===== config.mk =====
export PLATFORM = sky130hd
export DESIGN_NAME = fetch_ctrl
export DESIGN_NICKNAME = d
export VERILOG_FILES = /design/src/rtl/fetch_ctrl.sv
export SDC_FILE = /design/constraint.sdc
export NUM_CORES = 1
export LEC_CHECK = 0
export ABC_AREA = 1
export ABC_CLOCK_PERIOD_IN_PS = 4700
export BUFFER_PORTS_ARGS = -buffer_cell sky130_fd_sc_hd__clkbuf_2
export CELL_PAD_IN_SITES_DETAIL_PLACEMENT = 0
export CELL_PAD_IN_SITES_GLOBAL_PLACEMENT = 1
export CORE_MARGIN = 2
export CORE_UTILIZATION = 39
export DETAILED_ROUTE_END_ITERATION = 8
export GPL_ROUTABILITY_DRIVEN = 0
export PLACE_DENSITY_LB_ADDON = 0.1
export SYNTH_ARGS = -nofsm -noshare
export SYNTH_HDL_FRONTEND = slang
export SYNTH_SLANG_ARGS = --single-unit

===== constraint.sdc =====
create_clock -name clock -period 4.7 [get_ports clock]
set_input_delay 1.41 -clock clock [delete_from_list [all_inputs] [get_ports clock]]
set_output_delay 1.41 -clock clock [all_outputs]
set_load 0.005 [all_outputs]

===== src/rtl/fetch_ctrl.sv =====
// Instruction fetch sequencer: one outstanding imem request, small in-order
// instruction buffer toward decode, stall back-pressure and redirect flushing.
//
// state  | meaning
// S_RUN  | idle/issuing; a request may be presented when the buffer has room
// S_WAIT | one request accepted, response will be buffered
// S_DRAIN| request outstanding but made stale by a redirect; response dropped
module fetch_ctrl #(
  parameter logic [31:0] RESET_PC   = 32'h0,
  parameter int          FIFO_DEPTH = 2
) (
  input  logic        clock,
  input  logic        reset,
  input  logic        io_redirect_valid,
  input  logic [31:0] io_redirect_target,
  input  logic        io_stall_en,
  output logic        io_imem_req_valid,
  input  logic        io_imem_req_ready,
  output logic [31:0] io_imem_req_addr,
  input  logic        io_imem_resp_valid,
  input  logic [31:0] io_imem_resp_data,
  output logic        io_inst_valid,
  output logic [31:0] io_inst,
  output logic [31:0] io_inst_pc
);

  localparam int PTR_W = (FIFO_DEPTH > 1) ? $clog2(FIFO_DEPTH) : 1;
  localparam int CNT_W = PTR_W + 1;

  typedef enum logic [1:0] {S_RUN, S_WAIT, S_DRAIN} state_t;

  state_t           r_state;
  logic [31:0]      r_fpc;
  logic [31:0]      r_resp_pc;
  logic [31:0]      r_buf_inst [FIFO_DEPTH];
  logic [31:0]      r_buf_pc   [FIFO_DEPTH];
  logic [PTR_W-1:0] r_rd_ptr;
  logic [PTR_W-1:0] r_wr_ptr;
  logic [CNT_W-1:0] r_count;

  logic        w_req_valid;
  logic        w_accept;
  logic        w_push;
  logic        w_inst_valid;
  logic        w_pop;
  logic [31:0] w_target;
  logic        w_unused;

  // Only S_RUN issues, so count < depth is the same as count + outstanding <= depth.
  assign w_req_valid  = reset && (r_state == S_RUN) && !io_redirect_valid &&
                        (r_count < CNT_W'(FIFO_DEPTH));
  assign w_accept     = w_req_valid && io_imem_req_ready;
  assign w_push       = reset && (r_state == S_WAIT) && io_imem_resp_valid && !io_redirect_valid;
  assign w_inst_valid = reset && (r_count != '0) && !io_redirect_valid;
  assign w_pop        = w_inst_valid && !io_stall_en;
  assign w_target     = {io_redirect_target[31:2], 2'b00};
  assign w_unused     = ^io_redirect_target[1:0];

  assign io_imem_req_valid = w_req_valid;
  assign io_imem_req_addr  = r_fpc;
  assign io_inst_valid     = w_inst_valid;
  assign io_inst           = r_buf_inst[r_rd_ptr];
  assign io_inst_pc        = r_buf_pc[r_rd_ptr];

  always_ff @(posedge clock) begin
    if (!reset) begin
      r_state   <= S_RUN;
      r_fpc     <= RESET_PC;
      r_resp_pc <= '0;
    end else if (io_redirect_valid) begin
      r_fpc <= w_target;
      case (r_state)
        S_WAIT, S_DRAIN: r_state <= io_imem_resp_valid ? S_RUN : S_DRAIN;
        default:         r_state <= S_RUN;
      endcase
    end else begin
      case (r_state)
        S_RUN: begin
          if (w_accept) begin
            r_fpc     <= r_fpc + 32'd4;
            r_resp_pc <= r_fpc;
            r_state   <= S_WAIT;
          end
        end
        S_WAIT, S_DRAIN: begin
          if (io_imem_resp_valid) r_state <= S_RUN;
        end
        default: r_state <= S_RUN;
      endcase
    end
  end

  always_ff @(posedge clock) begin
    if (!reset) begin
      r_rd_ptr <= '0;
      r_wr_ptr <= '0;
      r_count  <= '0;
      for (int i = 0; i < FIFO_DEPTH; i++) begin
        r_buf_inst[i] <= '0;
        r_buf_pc[i]   <= '0;
      end
    end else if (io_redirect_valid) begin
      r_rd_ptr <= '0;
      r_wr_ptr <= '0;
      r_count  <= '0;
    end else begin
      if (w_push) begin
        r_buf_inst[r_wr_ptr] <= io_imem_resp_data;
        r_buf_pc[r_wr_ptr]   <= r_resp_pc;
        r_wr_ptr             <= r_wr_ptr + PTR_W'(1);
      end
      if (w_pop) r_rd_ptr <= r_rd_ptr + PTR_W'(1);
      r_count <= r_count + CNT_W'(w_push) - CNT_W'(w_pop);
    end
  end

endmodule


==> flow_metrics.py <==
metrics = {
    "synthesis": {
        "ys_dominant_reg_cell": "edfxtp_1",
        "yosys-top-cells-area": "edfxtp_1 (43%), dfxtp_1 (16%), nor2_1 (8.2%), mux2_2 (8.1%), nand2_1 (5.6%)",
        "synth.lib_cells_used.distinct": 36,
        "cell_type_with_the_highest_aggregate_area_in_the_netlist": "edfxtp_1",
        "seq_area_frac_synth": 0.587,
        "synthesis.area_per_instance_um2": 9.60,
        "synth_area_um2": 8630,
        "synth.yosys.warnings": 0,
        "synth-edff-count": 124,
        "postSynth.asyncResetShare": 0,
        "synthDominantCellAreaShare": 0.431,
        "ys_seq_elements": 191,
        "netlist_instances": 899,
    },
    "sta": {
        "final_worst_clock_skew_ns": 0.0122,
        "report.final.setup_viol": 0,
        "max-slew-margin-rel": 0.247,
        "setup_total_negative_slack_ns": 0,
        "finalHoldViolations": 0,
        "tightestPinTransition_ns": 1.13,
        "rsz0062_at_grt": "false",
        "hold-worst-slack_ns": 0.465,
        "achievable-frequency_mhz": 296,
        "slew_viol_final": 0,
        "finalWorstPathRequiredPeriod_ns": 3.38,
        "layout_worst_path_cycle_share": 0.719,
    },
    "clock_network": {
        "ctsHoldBuffers": 0,
        "htreeDepth": 4,
        "clkSlewWorstSetupHoldPaths_ns": 0.07,
        "cts_tree": "done",
        "post_cts.resized_instances": 0,
        "number_of_buffers_created_by_cts": 17,
        "tritoncts_num_sinks": 191,
        "clk_latency_ns": 0.43,
        "post-cts-setup-buffer-count": 0,
        "cts-root-to-sink-buffers": 2,
        "cts_root_buffer": "clkbuf_16",
    },
    "power_and_ir_drop": {
        "net_switching_share_of_the_total_power": 0.236,
        "post-layout-total-power_mw": 3.59,
        "leak_pwr_nw": 4.28,
        "p_per_area_nw_per_um2": 350,
        "power.share.clock": 0.404,
        "switching_power_mw": 0.848,
        "ir_worst_vdd_v": 0.000294,
        "seq_power_share": 0.526,
        "p_int_mw": 2.75,
        "power.combinational.fraction": 0.071,
    },
    "worst_setup_path": {
        "arrival_ns": 1.97,
        "crit_path_max_incr_delay_ns": 0.70,
        "setup.worst_path.class": "reg -> out",
        "cpMaxStageDelayCell": "dfxtp_2",
        "worst_setup_path_start_kind": "flip-flop",
        "worst_path_required_ns": 3.29,
        "critPathMaxFanout": 42,
        "timing.critical_path.cells": "buf_12, mux2_2, clkbuf_2",
        "critPathBufInv": 2,
        "crit_family": "flip-flops",
        "crit_path_end_kind": "output pin",
    },
    "final_layout": {
        "drive_gt1_frac": 0.267,
        "layout.filler_cells": 2158,
        "insertedDiodeCount": 0,
        "layout_commonest_cell": "nor2_1",
        "nets": 1120,
        "layout.cells.most_common_list": "nor2_1 (189), clkbuf_2 (161), nand2_1 (126)",
        "finalNonFillerCells": 1338,
        "area_growth_pct": 19.0,
    },
    "route": {
        "drc": 0,
        "drt-vias-per-instance": 4.70,
        "avgRoutedWirePerCell_um": 15.2,
        "initialDrtViolationCount": 360,
        "route.vias.total": 6295,
        "wirelength_um": 20400,
        "firstDrtPassIters": 5,
        "drtAntennaViolNets": 0,
    },
    "hold_path": {
        "worstHoldPathType": "reg -> reg",
    },
    "floorplanning": {
        "fp-row-count": 54,
        "chipHeight_um": 153,
        "initial_core_util": 0.397,
        "pin_count": 168,
        "core_um2": 21800,
        "die-area_um2": 23300,
        "dieWidth_um": 153,
    },
    "global_route": {
        "number_of_antenna_violations_at_the_first_check_in_global_routing": 0,
        "first_global_vias": 6103,
        "globalRouteTotalUtil": 0.178,
        "globalRouteOverflowTotal": 0,
        "maximum_number_of_pins_on_one_net_before_global_route_repair": 75,
        "grt_first_pass_wirelength_um": 32700,
    },
    "status": {
        "outcome": "completed",
    },
    "job": {
        "drv_cap": 0,
    },
    "place": {
        "place_inst": 1306,
        "numPortBuffers": 161,
        "dp_hpwl_um": 13300,
    },
}
sequential cells by signal, summed over array words and instances (netlist names), named ones only:
register	count
io_imem_req_addr	30
r_buf_inst	64
r_buf_pc	60
r_count	2
r_rd_ptr	1
r_resp_pc	30
r_state	2
r_wr_ptr	1
worst register-to-register path, cell delays in order, from the launching register on:
cell and delay [ns]:
dfxtp_1 0.36, inv_1 0.05, ha_1 0.22, nand2_2 0.09, nor3_4 0.04, nand2_2 0.25, buf_12 0.32, clkinv_1 0.51
nand3_1 0.23, nand4_1 0.09, nand2_1 0.06, inv_1 0.04
power by group through the flow:
stage               clock network [mW]  registers [mW]  logic [mW]
floorplan                            0            1.92       0.148
CTS                               1.48            1.89       0.260
finish                            1.45            1.89       0.254
global route                      1.55            1.90       0.288
global placement                     0            1.93       0.258
detailed placement                   0            1.93       0.259
path summary, 6_finish.rpt:
kind                   start                    to  slack (ns)  cells past startpoint
setup / recovery   flip-flop        io_inst_pc[26]        1.32                      3
setup reg to reg  r_state[0]  io_imem_req_addr[21]        2.35                     11
hold reg to reg   r_state[1]            r_state[1]        0.46                      2
hold / removal    r_state[1]            r_state[1]        0.46                      2
cells in the mapped netlist (2+ instances only):
cell / n
nor3_1: 7
ha_1: 5
nor2_2: 4
dfxtp_1: 67
nor2_1: 189
mux2_2: 62
nand2_2: 6
edfxtp_1: 124
nand4_1: 4
buf_6: 3
o21a_1: 2
buf_4: 6
nand3b_1: 5
a21oi_1: 42
a22oi_1: 3
nor2_4: 2
buf_1: 2
inv_1: 104
o21ai_1: 5
nand3_1: 34
a31oi_1: 5
nand2_1: 128
inv_2: 3
o21ai_0: 31
clkbuf_1: 13
a211oi_1: 12
buf_2: 22
metal layers:
layer / global-route usage / part of all wire / vias up
li1: - / - / 3240
met2: 0.289 / 0.46 / 153
met5: 0 / 0 / -
met4: 0.0437 / 0.0079 / 0
met1: 0.245 / 0.48 / 2892
met3: 0.0361 / 0.046 / 10
through the flow:
step	area, um2	worst slack (ns)	utilization
2_1_floorplan	8640	0.656	-
3_3_place_gp	9680	1.37	0.445
3_5_place_dp	9680	1.37	0.445
4_1_cts	10300	1.25	0.472
5_1_grt	10300	1.19	0.472
6_report	10300	1.32	0.472
area by class of cell:
type                       count  area [um2]  area share
sequential                   191        5070       0.493
clock inverter                11         120      0.0117
clock buffer                  21         472      0.0459
tap                          280         350      0.0341
timing repair buffer         170         923      0.0899
multi-input combinational    557        2930       0.286
inverter                     108         405      0.0395
kinds of logic (layout without fill, tap and decap cells):
logic type	Yosys count	in the layout	synth area share
AO/OA/AOI/OAI	101	101	0.0646
adder cells (fa/ha/maj)	5	5	0.00725
other	1	4	0.000434
XOR/XNOR	2	2	0.00203
buffers and inverters	154	310	0.0754
flip-flops	191	191	0.587
multiplexers	62	62	0.0809
AND/OR/NAND/NOR	383	383	0.183
(Power assumes the default switching activity.)
